**src/rtl/id_ex_stage.sv**
```systemverilog
// -----------------------------------------------------------------------------
// id_ex_stage
//
// ID/EX pipeline register with integrated load-use hazard detection. Decoded
// control fields, register-file operands, immediate and PC from decode are
// registered here and presented to the execute stage one cycle later.
//
// Event priority on each rising edge:
//   reset > hold (freeze) > flush (bubble) > load-use hazard (bubble) > capture
//
// A bubble clears ex_valid and every control bit. The data and index fields
// keep their previous values because nothing downstream consumes them while
// ex_valid is low.
//
// Ports:
//   clk, reset          clock (rising edge), synchronous active-high reset
//   id_*                decode-stage instruction fields and operands
//   flush               branch/jump taken in EX: kill the instruction in ID
//   hold                downstream stall: freeze the EX register
//   stall               combinational request to hold PC and IF/ID this cycle
//   ex_*                registered copies of the id_* fields
//
// Optional feature (macro ID_EX_PERF_CNT_EN):
//   bubble_cnt          saturating count of load-use bubbles inserted
//   flush_cnt           saturating count of flush bubbles inserted
//   Neither counter advances while hold is high.
// -----------------------------------------------------------------------------
module id_ex_stage #(
    parameter int DATA_W = 32,
    parameter int PC_W   = 9,
    parameter int REG_AW = 5
) (
    input  logic              clk,
    input  logic              reset,
    input  logic              id_valid,
    input  logic [1:0]        id_ALUOp,
    input  logic [2:0]        id_Funct3,
    input  logic [6:0]        id_Funct7,
    input  logic              id_ALUSrc,
    input  logic              id_MemRead,
    input  logic              id_MemWrite,
    input  logic              id_RegWrite,
    input  logic              id_MemtoReg,
    input  logic              id_Branch,
    input  logic [REG_AW-1:0] id_rs1,
    input  logic [REG_AW-1:0] id_rs2,
    input  logic [REG_AW-1:0] id_rd,
    input  logic [DATA_W-1:0] id_rd1,
    input  logic [DATA_W-1:0] id_rd2,
    input  logic [DATA_W-1:0] id_imm,
    input  logic [PC_W-1:0]   id_pc,
    input  logic              flush,
    input  logic              hold,
    output logic              stall,
    output logic              ex_valid,
    output logic [1:0]        ex_ALUOp,
    output logic [2:0]        ex_Funct3,
    output logic [6:0]        ex_Funct7,
    output logic              ex_ALUSrc,
    output logic              ex_MemRead,
    output logic              ex_MemWrite,
    output logic              ex_RegWrite,
    output logic              ex_MemtoReg,
    output logic              ex_Branch,
    output logic [REG_AW-1:0] ex_rs1,
    output logic [REG_AW-1:0] ex_rs2,
    output logic [REG_AW-1:0] ex_rd,
    output logic [DATA_W-1:0] ex_rd1,
    output logic [DATA_W-1:0] ex_rd2,
    output logic [DATA_W-1:0] ex_imm,
    output logic [PC_W-1:0]   ex_pc
`ifdef ID_EX_PERF_CNT_EN
    ,
    output logic [31:0]       bubble_cnt,
    output logic [31:0]       flush_cnt
`endif
);

    // A load in EX whose destination is read by the instruction in ID cannot
    // forward in time; the dependent must wait one cycle. x0 never hazards.
    logic haz;
    logic load_bubble;

    assign haz = ex_valid & ex_MemRead & (ex_rd != '0) & id_valid &
                 ((ex_rd == id_rs1) | (ex_rd == id_rs2));

    // A flush kills the dependent, so there is nothing to hold in ID for it.
    assign stall = hold | (haz & ~flush);

    assign load_bubble = flush | haz | ~id_valid;

    // NOTE: sequential state is updated with non-blocking assignments so every
    // register samples the pre-edge values of the others, regardless of order.
    always_ff @(posedge clk) begin
        if (reset) begin
            // NOTE: data fields are reset as well so the whole EX register has
            // a defined value out of reset, not just the control bits.
            ex_valid    <= 1'b0;
            ex_ALUOp    <= '0;
            ex_Funct3   <= '0;
            ex_Funct7   <= '0;
            ex_ALUSrc   <= 1'b0;
            ex_MemRead  <= 1'b0;
            ex_MemWrite <= 1'b0;
            ex_RegWrite <= 1'b0;
            ex_MemtoReg <= 1'b0;
            ex_Branch   <= 1'b0;
            ex_rs1      <= '0;
            ex_rs2      <= '0;
            ex_rd       <= '0;
            ex_rd1      <= '0;
            ex_rd2      <= '0;
            ex_imm      <= '0;
            ex_pc       <= '0;
        end else if (!hold) begin
            if (load_bubble) begin
                ex_valid    <= 1'b0;
                ex_ALUOp    <= '0;
                ex_Funct3   <= '0;
                ex_Funct7   <= '0;
                ex_ALUSrc   <= 1'b0;
                ex_MemRead  <= 1'b0;
                ex_MemWrite <= 1'b0;
                ex_RegWrite <= 1'b0;
                ex_MemtoReg <= 1'b0;
                ex_Branch   <= 1'b0;
            end else begin
                ex_valid    <= 1'b1;
                ex_ALUOp    <= id_ALUOp;
                ex_Funct3   <= id_Funct3;
                ex_Funct7   <= id_Funct7;
                ex_ALUSrc   <= id_ALUSrc;
                ex_MemRead  <= id_MemRead;
                ex_MemWrite <= id_MemWrite;
                // Writes to x0 are dropped here so later stages never see them.
                ex_RegWrite <= id_RegWrite & (id_rd != '0);
                ex_MemtoReg <= id_MemtoReg;
                ex_Branch   <= id_Branch;
                ex_rs1      <= id_rs1;
                ex_rs2      <= id_rs2;
                ex_rd       <= id_rd;
                ex_rd1      <= id_rd1;
                ex_rd2      <= id_rd2;
                ex_imm      <= id_imm;
                ex_pc       <= id_pc;
            end
        end
    end

`ifdef ID_EX_PERF_CNT_EN
    // Flush takes precedence over the hazard, so a cycle counts in one place only.
    always_ff @(posedge clk) begin
        if (reset) begin
            bubble_cnt <= '0;
            flush_cnt  <= '0;
        end else if (!hold) begin
            if (flush) begin
                if (flush_cnt != '1) flush_cnt <= flush_cnt + 32'd1;
            end else if (haz) begin
                if (bubble_cnt != '1) bubble_cnt <= bubble_cnt + 32'd1;
            end
        end
    end
`endif

endmodule

```
**config.mk**
```make
export PLATFORM = sky130hd
export DESIGN_NAME = id_ex_stage
export DESIGN_NICKNAME = d
export VERILOG_FILES = /design/src/rtl/id_ex_stage.sv
export SDC_FILE = /design/constraint.sdc
export NUM_CORES = 1
export LEC_CHECK = 0
export ABC_AREA = 1
export CORE_ASPECT_RATIO = 0.9
export CORE_MARGIN = 4
export CORE_UTILIZATION = 46
export CTS_BUF_LIST = sky130_fd_sc_hd__clkbuf_8
export CTS_CLUSTER_SIZE = 16
export DETAILED_ROUTE_END_ITERATION = 10
export HOLD_SLACK_MARGIN = 0.1
export PLACE_DENSITY = 0.93
export RECOVER_POWER = 25
export SETUP_SLACK_MARGIN = 0.05
export SLEW_MARGIN = 20
export SYNTH_ARGS = -nofsm -noshare
export SYNTH_HDL_FRONTEND = slang
export SYNTH_SLANG_ARGS = --single-unit
export TNS_END_PERCENT = 100
```
**constraint.sdc**
```tcl
create_clock -name clk -period 2.6 [get_ports clk]
set_input_delay 0.26 -clock clk [delete_from_list [all_inputs] [get_ports clk]]
set_output_delay 0.26 -clock clk [all_outputs]
set_load 0.01 [all_outputs]
```
==> results.tsv, run 1 <==
stage	metric	value	unit
routing	remaining_drc_errors	0	
power_and_ir_drop	p_leak	4.33	nW
die	die_h	118	um
routing	drtIter0Drc	452	
die	fp.coreArea	12900	um^2
run	max-cap-violations	0	
synthesis	synth-simple-area-share	29.4	%
clock_network	postCtsHoldBufs	0	
layout	final_cells	1328	
clock_network	ctsLongestPathBuffers	2	
synthesis	synthAdderAreaFrac	0	%
global_route	grt_pass1_wl	28.7	mm
critical_path	reg2reg_to	ex_pc[5]	
routing	route.antenna.remaining_nets	0	
critical_path	start_kind	flop	
routing	firstDrtPassIters	5	
global_route	overflow	0	
critical_path	crit_path_max_fanout	5	
synthesis	synth_top_area_share	44.8	%
worst_hold_path	min_path_type	input pin to flop	
power_and_ir_drop	power.share.combinational	17.3	%
synthesis	yosys.area.top_type	dfxtp_1	
power_and_ir_drop	seqPwrFrac	47.5	%
global_route	gr-usage-met3	9.70	%
power_and_ir_drop	pwr-share-clk	35.2	%
synthesis	synth_compound_area_share	11.4	%
sta	fin_crit_sh	80.7	%
sta	maxSlewViolCount	0	
routing	routedWlPerCell	13.9	um
power_and_ir_drop	switching_power	1.20	mW
synthesis	yosys.cell_types.count	18	
layout	antennaDiodeCount	0	
place	dpl.hpwl	12.5	mm
sta	whs	404	ps
die	io_pins	283	
die	rows	39	
synthesis	yosys_warnings	0	
sta	finalHoldViolCount	0	
die	die-area	15400	um^2
place	dp_cells	1298	
synthesis	synth_top_family_by_area	simple AND/OR/NAND/NOR gates	
power_and_ir_drop	power.internal	3.61	mW
sta	tightest_slew	764	ps
global_route	antenna_found_initial	0	
sta	report.final.setup_viol	0	
worst_hold_path	min_delay_path_depth	3	
critical_path	reg2reg_depth	11	
clock_network	clk_pin_slew	80	ps
synthesis	ys_ff_latch	139	
clock_network	tritoncts	built	
die	die_w	130	um
critical_path	r2r_slack	600	ps
die	start_util	48.0	%
power_and_ir_drop	totalPowerFinal	4.81	mW
place	portBuffers	282	
global_route	met1_usage	26.9	%
power_and_ir_drop	power_density	514	nW/um^2
layout	area_delta_synth_final	50.9	%
synthesis	yosysSeqAreaShare	44.8	%
clock_network	insertion_delay	430	ps
power_and_ir_drop	peakVddDrop	0.000460	V
clock_network	post_cts_buffers	0	
synthesis	synthCells	918	
global_route	groute.usage.overall	23.0	%
global_route	grt-busiest-layer	met2	
layout	fillers	959	
clock_network	cts_made_buffers	17	
sta	fin_skew	11.5	ps
critical_path	arrival	1840	ps
layout	drive_gt1_share	3.44	%
layout	finalNetCount	1296	
sta	max_freq	476	MHz
sta	rsz0062_at_grt	no	
clock_network	cts_sinks	139	
clock_network	clock_tree.root_cell	clkbuf_8	
synthesis	synthTopCellsByArea	dfxtp_1 45%, nand3_1 11%, a21oi_1 11%	
critical_path	worstSetupPathType	flop to output pin	
critical_path	worstSetupEndpointType	output pin	
sta	finalSetupTns	0	ps
synthesis	syn_area	6200	um^2
place	routabilityCongestion	0.786	
critical_path	worstPathRequired	2340	ps
global_route	gr-usage-met2	38.2	%
routing	vias	6474	
global_route	grt_max_degree	184	
worst_hold_path	worstHoldEndpoint	ex_Funct3[1]	
routing	finalWirelength	18.4	mm
critical_path	r2r-start	ex_rd[3]	
synthesis	syn-mean-instance-area	6.76	um^2
synthesis	synth_xor_area_share	0.282	%
power_and_ir_drop	swShare	25.0	%
clock_network	cts.htree.levels	4	
synthesis	syn_nets	1061	
run_status	status	complete, no violations	
worst_hold_path	worstHoldStart	id_Funct3[1]	
global_route	grt_pass1_vias	5800	
sta	min_period	2100	ps
routing	viasPerCell	4.88	
synthesis	muxShareOfSynthArea	0	%
sta	slew_headroom	49.1	%
[layout make-up]
class	instances	area, um^2	share of cell area (%)
clock buffers	20	275	2.94
clock inverters	10	103	1.10
inverters	128	482	5.14
multi-input cells	578	2570	27.5
flip-flops and latches	139	2790	29.7
well taps	164	205	2.19
repair buffers	289	2940	31.4
[state kept, by name, summed over array words and instances (netlist names), 2 cells and up]
signal     cells
ex_Funct3      3
ex_rs1         5
ex_rd          5
ex_rd1        32
ex_rs2         5
ex_rd2        32
ex_Funct7      7
ex_imm        32
ex_ALUOp       2
ex_pc          9
[kinds of logic (layout without fill, tap and decap cells)]
family | count (synthesis) | count (layout)
AO/OA/AOI/OAI | 141 | 141
XOR/XNOR | 2 | 2
buffers and inverters | 201 | 447
flip-flops | 139 | 139
AND/OR/NAND/NOR | 435 | 435
[critical path, cell delays in order (launching register included)]
cell and delay [ps]:
dfxtp_2 390, inv_1 100, nand2_1 70, nand2_1 50, nor2_1 130, nand3_1 90, nand2_1 170, nand2_8 80
o21bai_1 140, dlymetal6s2s_1 200
[repair_timing]
| item | CTS | global route |
|---|---|---|
| setup endpoints to repair | 1 | 1 |
| gates cloned | 0 | 0 |
| resized for setup | 1 | 2 |
[placed cells by master (no fill, tap or decap), drive strengths merged]
cell,netlist,routed
dlygate4sd3,0,69
clkbuf,25,20
buf,48,7
dlymetal6s2s,0,1
xnor2,2,2
o21ai,1,1
bufinv,0,2
clkinv,0,5
dfxtp,139,139
nand3,140,140
clkinvlp,0,1
o21bai,1,1
nor3b,1,1
clkdlybuf4s50,0,212
nor2,127,127
nand4,3,3
a21oi,139,139
inv,128,130
nand2,164,164
[synthesized netlist by cell type]
| library cell | number |
|---|---|
| buf_4 | 7 |
| buf_1 | 5 |
| buf_2 | 29 |
| inv_2 | 1 |
| o21bai_1 | 1 |
| inv_1 | 127 |
| nand2_1 | 163 |
| dfxtp_1 | 139 |
| nor3b_2 | 1 |
| buf_6 | 7 |
| xnor2_1 | 2 |
| nand2_2 | 1 |
| a21oi_1 | 139 |
| nor2_1 | 127 |
| nand3_1 | 140 |
| clkbuf_1 | 25 |
| nand4_1 | 3 |
| o21ai_0 | 1 |
[stage by stage]
step                      utilization (%)  area [um^2]  worst slack [ps]
after floorplan                         -         6200               920
after global placement               69.4         8980               294
after detailed placement             69.4         8980               282
after CTS                            72.4         9360              54.4
after global routing                 72.4         9360               350
final                                72.4         9360               501
[metal layers]
| metal | up-vias | share of wire (%) |
|---|---|---|
| met4 | 0 | 1.8 |
| met3 | 27 | 11 |
| met1 | 2854 | 40 |
| li1 | 3344 | - |
| met5 | - | 0 |
| met2 | 249 | 48 |
[power by group through the flow]
stage / Clock [mW] / Sequential (mW) / Combinational (mW)
CTS: 1.73 / 2.29 / 0.857
global placement: 0 / 2.33 / 0.835
finish: 1.69 / 2.29 / 0.833
floorplan: 0 / 2.38 / 0.312
detailed placement: 0 / 2.34 / 0.853
global route: 1.83 / 2.30 / 0.913
[how the worst max path moves through the flow]
stage	from	end	cells after the start
final	ex_rd[3]	stall	9
after global routing	ex_rd[3]	stall	9
after CTS	ex_rd[2]	stall	9
after detailed placement	id_rs2[2]	stall	10
after global placement	id_rs2[2]	stall	10
after floorplan	ex_rd[1]	stall	10
Note: power is estimated with default switching activity, not from simulation.
==> inputs of run 2 (changes only) <==
CORE_UTILIZATION = 39   (was 46)
PLACE_DENSITY = 0.84   (was 0.93)
clock period = 1.92 ns   (was 2.6 ns; I/O delays follow)
==> run 2 against run 1 <==
- critical path depth did not move
- hold slack got worse by 79 ps
- non-clock buffer count rose by 25
- worst setup slack got worse by 370 ps
- sequential power rose by 35%
- global-route usage fell by 3.0 points
- first-iteration DRC count fell by 23%
- die area rose by 17%
- critical path type unchanged
- critical endpoint unchanged
- largest power group unchanged
==> results.tsv, run 2 (same netlist as run 1, synthesis figures left out) <==
stage	metric	value	unit	change
clock_network	insertion_delay	430	ps	about the same
layout	layout_commonest_cell	clkdlybuf4s50_1		
critical_path	arrival	1600	ps	-240 ps
routing	route.antenna.remaining_nets	0		unchanged
die	die_w	141	um	+8.1%
routing	viasPerCell	4.70		-3.5%
layout	drive_gt1_share	6.38	%	+2.9 points
layout	area_delta_synth_final	56.8	%	
place	dp_cells	1360		+4.8%
layout	layout_common_cells	212 x clkdlybuf4s50_1, 161 x nand2_1, 140 x nand3_1		
critical_path	crit_start	ex_rd[0]		
global_route	grt_max_degree	117		-36%
clock_network	tritoncts	built		
power_and_ir_drop	power_density	685	nW/um^2	+33%
routing	firstDrtPassIters	4		-1
layout	fillers	1399		+46%
run_status	status	complete, no violations		
critical_path	worstSetupPathType	flop to output pin		
clock_network	ctsLongestPathBuffers	2		unchanged
worst_hold_path	worstHoldStart	id_MemtoReg		
layout	antennaDiodeCount	0		unchanged
sta	finalHoldViolCount	0		unchanged
sta	tightest_slew	284	ps	-480 ps
clock_network	cts_sinks	139		unchanged
sta	maxSlewViolCount	0		unchanged
global_route	overflow	0		unchanged
routing	remaining_drc_errors	0		unchanged
clock_network	cts_made_buffers	17		unchanged
global_route	antenna_found_initial	0		unchanged
global_route	grt_pass1_vias	5955		+2.7%
critical_path	start_kind	flop		
sta	fin_crit_sh	93.4	%	
layout	final_cells	1393		+4.9%
global_route	grt_pass1_wl	29.5	mm	+2.9%
layout	finalNetCount	1321		+1.9%
global_route	groute.usage.overall	20.0	%	-3.0 points
layout	fin_area	9730	um^2	+3.9%
critical_path	worstPathRequired	1730	ps	-610 ps
place	dpl.hpwl	13.2	mm	+5.5%
die	die-area	18000	um^2	+17%
sta	slew_headroom	81.1	%	+32 points
clock_network	post_cts_buffers	0		unchanged
critical_path	r2r-start	ex_rd[3]		
die	die_h	128	um	+8.0%
critical_path	worstSetupEndpointType	output pin		
sta	fin_skew	10.7	ps	-0.844 ps
place	post_dp_cell_area	9270	um^2	+3.2%
die	start_util	40.0	%	-7.9 points
die	rows	43		+10%
die	io_pins	283		unchanged
routing	finalWirelength	19.0	mm	+3.0%
layout	largestRegisters	ex_imm x32, ex_rd1 x32, ex_rd2 x32		
die	fp.coreArea	15500	um^2	+20%
clock_network	cts.htree.levels	4		unchanged
routing	vias	6550		+1.2%
sta	rsz0062_at_grt	yes		
place	pre_cts_ws	-236	ps	-518 ps
clock_network	postCtsHoldBufs	0		unchanged
power_and_ir_drop	totalPowerFinal	6.66	mW	+38%
worst_hold_path	min_path_type	input pin to flop		
critical_path	crit_path_max_fanout	6		+1
sta	worst_slack	127	ps	-374 ps
clock_network	clk_pin_slew	80	ps	about the same
sta	min_period	1790	ps	
layout	post-route-util	62.8	%	-9.6 points
power_and_ir_drop	p_leak	4.49	nW	+3.7%
place	routabilityCongestion	0.823		+4.7%
sta	max_freq	558	MHz	
routing	routedWlPerCell	13.6	um	-1.8%
sta	report.final.setup_viol	0		unchanged
clock_network	clock_tree.root_cell	clkbuf_8		
routing	drtIter0Drc	346		-23%
run	max-cap-violations	0		unchanged
place	portBuffers	282		unchanged
power_and_ir_drop	peakVddDrop	0.000610	V	+33%
==> run 2: path summary, 6_finish.rpt <==
path | end | slack (ps) | cells after the start
min reg2reg | ex_Branch | 460 | 2
max | stall | 130 | 9
min | ex_MemtoReg | 320 | 3
max reg2reg | ex_rd2[12] | 170 | 12
==> run 2: per-stage QoR <==
step | setup TNS, ps | hold slack, ps
final | 0 | 325
after global routing | 0 | 302
after CTS | 0 | 293
after detailed placement | -14970 | 450
after global placement | -12990 | 447
after floorplan | 0 | 352
==> run 2: layout make-up <==
cell class	count	area, um^2	area share, %
flip-flops and latches	139	2800	28.7
repair buffers	314	3220	33.1
well taps	202	253	2.60
inverters	128	482	4.95
multi-input cells	578	2580	26.5
clock inverters	12	121	1.25
clock buffers	20	275	2.83
==> run 2: repair_timing <==
action,4_1_cts,5_1_grt
endpoints found under the setup margin,39,59
gates resized for setup,10,9
gates cloned,0,1
hold endpoints to repair,0,0
pin swaps,1,2
==> run 2: critical path, stage by stage (launching register included) <==
cell	delay, ps
dfxtp_4	390
inv_1	70
nand2_1	60
nand2_1	40
nor2_1	80
nand3_1	80
nand2_2	130
nand2_8	50
o21bai_1	110
buf_2	150
==> run 2: power by group <==
group / internal (mW) / switching [mW] / leakage, nW
clock network: 1.25 / 1.15 / 0.212
logic: 0.673 / 0.493 / 3.14
registers: 3.02 / 0.0741 / 1.14
==> run 2: routing by layer <==
metal | wire [um] | up-vias | track usage (%)
li1 | - | 3397 | -
met1 | 7800 | 2931 | 23.8
met2 | 8950 | 199 | 32.8
met3 | 1950 | 23 | 8.73
met4 | 310 | 0 | 6.44
met5 | 0 | - | 0
==> inputs of run 3 (changes only) <==
CTS_CLUSTER_SIZE = 10   (was 16)
==> results of run 3 <==
Same layout as run 2: the final DEF is identical, and so are final timing and power.
